$ cat src/rtl/branch_pkg.sv
// Shared types and constants for the branch resolution controller:
// op kinds, branch funct3 codes, FSM states and history-table counters.
package branch_pkg;

    typedef enum logic [1:0] {
        KIND_NOP    = 2'b00,
        KIND_BRANCH = 2'b01,
        KIND_JAL    = 2'b10,
        KIND_JALR   = 2'b11
    } kind_e;

    localparam logic [2:0] F3_BEQ  = 3'b000;
    localparam logic [2:0] F3_BNE  = 3'b001;
    localparam logic [2:0] F3_BLT  = 3'b100;
    localparam logic [2:0] F3_BGE  = 3'b101;
    localparam logic [2:0] F3_BLTU = 3'b110;
    localparam logic [2:0] F3_BGEU = 3'b111;

    typedef enum logic {
        ST_RUN   = 1'b0,
        ST_FLUSH = 1'b1
    } state_e;

    typedef logic [1:0] bht_ctr_t;

    // Weakly not-taken.
    localparam bht_ctr_t BHT_CTR_RESET = 2'b01;

    // Saturating 2-bit counter step towards the resolved direction.
    function automatic bht_ctr_t bht_ctr_next(input bht_ctr_t ctr, input logic taken);
        bht_ctr_t nxt;
        if (taken) begin
            if (ctr == 2'b11) nxt = ctr;
            else              nxt = ctr + 2'b01;
        end else begin
            if (ctr == 2'b00) nxt = ctr;
            else              nxt = ctr - 2'b01;
        end
        return nxt;
    endfunction

endpackage

$ cat src/rtl/br_cond_eval.sv
// Combinational branch condition evaluator (RV32I funct3 encodings).
// Reserved funct3 codes 010/011 are never taken.
module br_cond_eval
    import branch_pkg::*;
#(
    parameter int XLEN = 32
) (
    input  logic [2:0]      funct_i,
    input  logic [XLEN-1:0] src1_i,
    input  logic [XLEN-1:0] src2_i,
    output logic            taken_o
);

    logic eq_s;
    logic lt_s;
    logic ltu_s;

    assign eq_s  = (src1_i == src2_i);
    assign lt_s  = ($signed(src1_i) < $signed(src2_i));
    assign ltu_s = (src1_i < src2_i);

    // Select the comparison result for the requested branch type.
    always_comb begin
        taken_o = 1'b0;
        case (funct_i)
            F3_BEQ:  taken_o = eq_s;
            F3_BNE:  taken_o = ~eq_s;
            F3_BLT:  taken_o = lt_s;
            F3_BGE:  taken_o = ~lt_s;
            F3_BLTU: taken_o = ltu_s;
            F3_BGEU: taken_o = ~ltu_s;
            default: taken_o = 1'b0;
        endcase
    end

endmodule

$ cat src/rtl/branch_ctrl_chk.sv
// Assertion checker for branch_ctrl: configuration legality and
// mutual exclusion of the control strobes.
module branch_ctrl_chk #(
    parameter int FLUSH_CYCLES = 2
) (
    input logic clk,
    input logic rst_n,
    input logic flush_i,
    input logic in_ready_i,
    input logic redirect_i,
    input logic out_valid_i,
    input logic out_exc_i
);

    // Sample the invariants on every active cycle outside reset.
    always_ff @(posedge clk) begin
        if (rst_n) begin
            assert (FLUSH_CYCLES >= 1)
                else $error("branch_ctrl: FLUSH_CYCLES must be at least 1");
            assert (!(flush_i && in_ready_i))
                else $error("branch_ctrl: issue ready while flushing");
            assert (!(redirect_i && out_exc_i))
                else $error("branch_ctrl: redirect together with exception");
            assert (!redirect_i || out_valid_i)
                else $error("branch_ctrl: redirect without resolution strobe");
        end
    end

endmodule

$ cat src/rtl/branch_ctrl.sv
// Branch/jump resolution controller between issue and fetch.
// Resolves one control-transfer op per cycle (result one cycle later),
// raises redirect on mispredict or out_exc on a misaligned target, and
// holds flush for FLUSH_CYCLES cycles while issue is stalled.
// Optional feature macro: BRANCH_CTRL_BHT_EN adds a 2-bit-counter BHT
// that drives fetch_pred_taken; without it fetch_pred_taken is 0.
module branch_ctrl
    import branch_pkg::*;
#(
    parameter int XLEN         = 32,
    parameter int FLUSH_CYCLES = 2,
    parameter int BHT_ENTRIES  = 64
) (
    input  logic            clk,
    input  logic            rst_n,
    input  logic            in_valid,
    output logic            in_ready,
    input  logic [1:0]      in_kind,
    input  logic [2:0]      in_funct,
    input  logic [XLEN-1:0] in_pc,
    input  logic [XLEN-1:0] in_imm,
    input  logic [XLEN-1:0] in_src1,
    input  logic [XLEN-1:0] in_src2,
    input  logic            in_pred_taken,
    input  logic [XLEN-1:0] in_pred_target,
    output logic            out_valid,
    output logic            out_taken,
    output logic [XLEN-1:0] out_link,
    output logic            out_exc,
    output logic            redirect,
    output logic [XLEN-1:0] redirect_pc,
    output logic            flush,
    input  logic [XLEN-1:0] fetch_pc,
    output logic            fetch_pred_taken
);

    // Counter holds the number of flush cycles still to come after the current one.
    localparam int               CNT_W      = (FLUSH_CYCLES > 1) ? $clog2(FLUSH_CYCLES) : 1;
    localparam logic [CNT_W-1:0] FLUSH_LAST = CNT_W'(FLUSH_CYCLES - 1);

    state_e            state_q, state_d;
    logic [CNT_W-1:0]  cnt_q, cnt_d;
    logic              flush_q, flush_d;
    logic              in_ready_q, in_ready_d;
    logic              out_valid_q, out_taken_q, out_exc_q, redirect_q;
    logic [XLEN-1:0]   out_link_q, redirect_pc_q;

    kind_e             kind_s;
    logic              accept_s, is_op_s, cond_taken_s;
    logic              taken_s, mispred_s, exc_s, redir_s;
    logic [XLEN-1:0]   target_s, link_s, next_pc_s;

    assign kind_s   = kind_e'(in_kind);
    assign accept_s = in_valid & in_ready_q;

    br_cond_eval #(.XLEN(XLEN)) u_cond (
        .funct_i (in_funct),
        .src1_i  (in_src1),
        .src2_i  (in_src2),
        .taken_o (cond_taken_s)
    );

    // Resolve direction, target and mispredict for the op offered this cycle.
    always_comb begin
        taken_s  = 1'b0;
        target_s = in_pc + in_imm;
        case (kind_s)
            KIND_BRANCH: taken_s = cond_taken_s;
            KIND_JAL:    taken_s = 1'b1;
            KIND_JALR: begin
                taken_s  = 1'b1;
                target_s = (in_src1 + in_imm) & {{(XLEN-1){1'b1}}, 1'b0};
            end
            default:     taken_s = 1'b0;
        endcase
        link_s    = in_pc + XLEN'(4);
        next_pc_s = taken_s ? target_s : link_s;
        mispred_s = (taken_s != in_pred_taken) | (taken_s & (target_s != in_pred_target));
        is_op_s   = accept_s & (kind_s != KIND_NOP);
        // A misaligned taken target wins over a redirect.
        exc_s     = is_op_s & taken_s & target_s[1];
        redir_s   = is_op_s & ~exc_s & mispred_s;
    end

    // RUN/FLUSH next-state and flush countdown.
    always_comb begin
        state_d = state_q;
        cnt_d   = cnt_q;
        flush_d = 1'b0;
        case (state_q)
            ST_RUN: begin
                if (redir_s | exc_s) begin
                    state_d = ST_FLUSH;
                    cnt_d   = FLUSH_LAST;
                    flush_d = 1'b1;
                end else begin
                    state_d = ST_RUN;
                    cnt_d   = {CNT_W{1'b0}};
                end
            end
            ST_FLUSH: begin
                if (cnt_q == {CNT_W{1'b0}}) begin
                    state_d = ST_RUN;
                    flush_d = 1'b0;
                end else begin
                    cnt_d   = cnt_q - CNT_W'(1);
                    flush_d = 1'b1;
                end
            end
            default: begin
                state_d = ST_RUN;
                cnt_d   = {CNT_W{1'b0}};
            end
        endcase
        in_ready_d = (state_d == ST_RUN);
    end

    // State, flush and registered result outputs.
    always_ff @(posedge clk) begin
        if (!rst_n) begin
            state_q       <= ST_RUN;
            cnt_q         <= {CNT_W{1'b0}};
            flush_q       <= 1'b0;
            in_ready_q    <= 1'b0;
            out_valid_q   <= 1'b0;
            out_taken_q   <= 1'b0;
            out_exc_q     <= 1'b0;
            redirect_q    <= 1'b0;
            out_link_q    <= {XLEN{1'b0}};
            redirect_pc_q <= {XLEN{1'b0}};
        end else begin
            state_q       <= state_d;
            cnt_q         <= cnt_d;
            flush_q       <= flush_d;
            in_ready_q    <= in_ready_d;
            out_valid_q   <= is_op_s;
            out_taken_q   <= is_op_s & taken_s;
            out_exc_q     <= exc_s;
            redirect_q    <= redir_s;
            out_link_q    <= is_op_s ? link_s : {XLEN{1'b0}};
            redirect_pc_q <= redir_s ? next_pc_s : {XLEN{1'b0}};
        end
    end

    assign in_ready    = in_ready_q;
    assign out_valid   = out_valid_q;
    assign out_taken   = out_taken_q;
    assign out_exc     = out_exc_q;
    assign out_link    = out_link_q;
    assign redirect    = redirect_q;
    assign redirect_pc = redirect_pc_q;
    assign flush       = flush_q;

`ifdef BRANCH_CTRL_BHT_EN
    localparam int IDX_W = $clog2(BHT_ENTRIES);

    bht_ctr_t         bht_q [BHT_ENTRIES];
    logic             upd_br_q;
    logic [IDX_W-1:0] upd_idx_q;
    logic [XLEN-1:0]  fetch_pc_unused_s;

    // Remember whether the op being resolved is a conditional branch and its index.
    always_ff @(posedge clk) begin
        if (!rst_n) begin
            upd_br_q  <= 1'b0;
            upd_idx_q <= {IDX_W{1'b0}};
        end else begin
            upd_br_q  <= is_op_s & (kind_s == KIND_BRANCH);
            upd_idx_q <= in_pc[IDX_W+1:2];
        end
    end

    // Train the counter in the resolution cycle; lookups see the pre-update value.
    always_ff @(posedge clk) begin
        if (!rst_n) begin
            for (int i = 0; i < BHT_ENTRIES; i++) begin
                bht_q[i] <= BHT_CTR_RESET;
            end
        end else if (out_valid_q & upd_br_q) begin
            bht_q[upd_idx_q] <= bht_ctr_next(bht_q[upd_idx_q], out_taken_q);
        end
    end

    assign fetch_pred_taken  = bht_q[fetch_pc[IDX_W+1:2]][1];
    assign fetch_pc_unused_s = fetch_pc;
`else
    logic [XLEN-1:0] fetch_pc_unused_s;

    assign fetch_pred_taken  = 1'b0;
    assign fetch_pc_unused_s = fetch_pc;
`endif

    branch_ctrl_chk #(.FLUSH_CYCLES(FLUSH_CYCLES)) u_chk (
        .clk         (clk),
        .rst_n       (rst_n),
        .flush_i     (flush_q),
        .in_ready_i  (in_ready_q),
        .redirect_i  (redirect_q),
        .out_valid_i (out_valid_q),
        .out_exc_i   (out_exc_q)
    );

endmodule

$ cat config.mk
export PLATFORM = sky130hd
export DESIGN_NAME = branch_ctrl
export DESIGN_NICKNAME = d
export VERILOG_FILES = /design/src/rtl/branch_pkg.sv /design/src/rtl/br_cond_eval.sv /design/src/rtl/branch_ctrl_chk.sv /design/src/rtl/branch_ctrl.sv
export SDC_FILE = /design/constraint.sdc
export NUM_CORES = 1
export LEC_CHECK = 0
export ABC_AREA = 1
export CORE_MARGIN = 5
export CORE_UTILIZATION = 45
export CTS_CLUSTER_SIZE = 25
export DETAILED_ROUTE_END_ITERATION = 7
export PLACE_DENSITY = 0.77
export SLEW_MARGIN = 10
export SYNTH_ARGS = -nofsm -noshare
export SYNTH_HDL_FRONTEND = slang
export SYNTH_HIERARCHICAL = 1
export SYNTH_SLANG_ARGS = --single-unit
$ cat constraint.sdc
create_clock -name clk -period 4.4 [get_ports clk]
set_input_delay 0.44 -clock clk [delete_from_list [all_inputs] [get_ports clk]]
set_output_delay 0.44 -clock clk [all_outputs]
set_load 0.03 [all_outputs]
==> metrics.yaml <==
worst_setup_path:
  cp_slowest_cell: "clkdlybuf4s50_1"
  crit_path_max_fanout: 34
  crit_chain: "clkdlybuf4s50_1 > ha_1 > nand2_1 > nor2_2 > nand2_2 > nor2_1 > nand2_1 > nand2_1 > o21ai_1 > inv_2 > nand2_1 > nor2_1 > nand3_1 > nor2_1 > nor2_2 > buf_4 > nand2_1 > nor3_1 > nor3_1 > nand3_4 > buf_12 > a21oi_2"
  reg2reg_slack_ns: 2.72
  worstSetupEndpointType: "register"
  reg2reg_depth: 7
  worstPathArrival_ns: 4.21
  cp.required_ns: 4.66
  r2r_end: "redirect_pc[24]"
  cp_num_buf_inv: 4
  path_delay_family: "simple AND/OR/NAND/NOR gates"
  critical_path.startpoint_type: "primary input"
  reg2reg_from: "in_ready"
  cpPeakStageDelay_ns: 0.48
  critPathKind: "in -> reg"
  cp_common_cell: "nand2_1"
timing:
  rsz0062_at_grt: "false"
  max_freq_ghz: 0.253
  relSlewSlack: 0.295
  period_share: 0.898
  setup_viol: 0
  final.setup.tns_ns: 0
  hold_violations: 0
  worst_pin_slew_ns: 1.06
  skew_ns: 0.00562
  fin_crit_ns: 3.95
  drv_slew: 0
pwr:
  power.total_uw: 2800
  p_clk_frac: 0.274
  intPower_uw: 1690
  swShare: 0.395
  combPwrFrac: 0.486
  p_seq_frac: 0.240
  switching_power_uw: 1110
  vdd_drop_max_mv: 0.172
  leakagePower_uw: 0.00703
  power_density_nw_per_um2: 218
synth:
  synth_compound_area_frac: 0.0659
  synth_largest_area_cell: "nand2_1"
  synth_top_area_frac: 0.237
  synth_ff_type: "dfxtp_1"
  ys_types: 42
  synth_top_family_by_area: "simple AND/OR/NAND/NOR gates"
  synth_mux_area_frac: 0
  yosys.area_share.simple: 0.487
  ys_seq_elements: 71
  synth-xor-area-share: 0.0320
  synth.area.top_cells: "nand2_1 24%, dfxtp_1 14%, inv_1 13%"
  synth-edff-count: 0
  synthAdderAreaFrac: 0.123
  synthTopCellsByCount: "623 x nand2_1, 343 x inv_1, 167 x nand3_1"
  ys_warn_count: 6
  syn-num-nets: 2068
  synth.yosys.seq_area_share: 0.144
  synth_most_common_cell: "nand2_1"
  avgSynthCellArea_sq_um: 5.56
  netlist_area_sq_um: 9850
  synthCells: 1771
  async_flop_share: 0
routing:
  wire_per_inst_microns: 14.8
  dr.first_iter.drc_count: 749
  wirelength_mm: 33.8
  postRouteAntennaNets: 0
  drc: 0
  routed_via_density: 4.97
  vias: 11400
  first_pass_iters: 7
status:
  status: "finished, final reports clean"
worst_hold_path:
  hold-path-endpoint: "in_ready"
  hold_class: "reg -> reg"
  hp-start: "cnt_q"
  hold_depth: 2
layout:
  antenna_cells: 0
  syn2layout_area_growth_pct: 30.5
  nFillCells: 2192
  final_area_sq_um: 12900
  drive_above_1_share: 0.0636
  nets: 2304
cts:
  root_buffer: "clkbuf_16"
  htreeDepth: 3
  hold_buffers: 0
  cts.clk_slew.worst_paths_ns: 0.05
  clk_latency_ns: 0.33
  clock_path_buffers: 2
  cts_sinks: 71
  cts_made_buffers: 9
  cts_resized: 0
  post-cts-setup-buffers: 0
  cts_tree: "done"
placed_design:
  port_buffers: 238
  place.gp.congestion: 0.919
  hpwlAfterDp_mm: 29.8
  placed_area_sq_um: 12500
grt:
  track_usage: 0.267
  grt_max_degree: 35
  antenna_found_initial: 0
  grt_pass1_wl_mm: 52.7
  grt_overflow: 0
  grt_pass1_vias: 10600
floorplanning:
  die_w_microns: 158
  die-area_sq_um: 24900
  io_pins: 272
  core_sq_um: 21700
  initial_core_util: 0.454
  die_h_microns: 158
  core.rowCount: 54
run:
  drv_cap: 0
[stage by stage]
step,instances,setup WS [ns],hold WS [ns],util
detailed placement,2276,0.158,0.507,0.578
floorplan,1771,1.25,0.484,-
CTS,2292,0.484,0.515,0.593
finish,2292,0.448,0.512,0.593
global route,2292,0.145,0.544,0.593
global placement,2276,0.242,0.489,0.578
[cell usage in the layout, fill, tap and decap left out, drive strengths merged, types with 18 or more instances in the layout]
cell type | Yosys | final
nand3b | 18 | 18
nand3 | 187 | 187
ha | 94 | 94
xor2 | 23 | 23
a21oi | 70 | 70
clkdlybuf4s50 | 0 | 238
inv | 348 | 349
nor3 | 21 | 21
o21ai | 22 | 22
nor2 | 187 | 187
dfxtp | 71 | 71
nand4 | 18 | 18
nand2 | 646 | 646
[flip-flops by register name, summed over array words and instances, names as in the netlist]
signal and flops:
cnt_q 1, flush 1, in_ready 1, out_exc 1
out_link 32, out_taken 1, out_valid 1, redirect 1
redirect_pc 32
[cell type report]
type / instances / area (sq um) / area share
Inverter: 349 / 1310 / 0.102
Multi-Input combinational cell: 1331 / 6980 / 0.543
Sequential cell: 71 / 1420 / 0.111
Tap cell: 280 / 350 / 0.0273
Clock inverter: 3 / 47.5 / 0.00370
Clock buffer: 13 / 280 / 0.0218
Timing Repair Buffer: 245 / 2460 / 0.191
[power by group through the flow]
stage               Clock [uW]  Sequential, uW  Combinational (uW)
floorplan                    0             726                 830
global placement             0             684                1320
detailed placement           0             685                1340
CTS                        775             671                1350
global route               803             672                1530
finish                     768             671                1360
[kinds of logic (layout without fill, tap and decap cells)]
family,count (synthesis),in the layout
simple gates,1089,1089
fa+ha+maj,96,96
xor+xnor,36,36
flops,71,71
other cells,1,1
compound gates,109,109
buf+inv,369,610
[per-layer routing]
| layer | part of all wire | vias up | track usage | wire (microns) |
|---|---|---|---|---|
| met5 | 0 | - | 0 | 0 |
| met3 | 0.069 | 41 | 0.0241 | 2330 |
| met2 | 0.45 | 359 | 0.445 | 15200 |
| met4 | 0.022 | 0 | 0.0630 | 731 |
| met1 | 0.46 | 5050 | 0.373 | 15600 |
| li1 | - | 5945 | - | - |
[worst max path at each step]
stage	startpoint	to	slack, ns	cells past startpoint
5_1_grt	in_src1[31]	redirect_pc[20]	0.14	22
3_5_place_dp	in_src1[31]	redirect_pc[30]	0.16	28
2_1_floorplan	in_src2[31]	redirect_pc[3]	1.25	28
4_1_cts	in_src1[31]	redirect_pc[24]	0.48	28
3_3_place_gp	in_src1[31]	redirect_pc[26]	0.24	22
6_report	in_src1[31]	redirect_pc[24]	0.45	22
[worst register-to-register path, stage by stage (launching register included)]
cell and delay, ns:
dfxtp_1 0.33, inv_1 0.06, nor3_1 0.20, inv_1 0.08, nor3_1 0.40, nand3_4 0.23, buf_12 0.22, a21oi_2 0.11
Note: power is estimated with default switching activity, not from simulation.
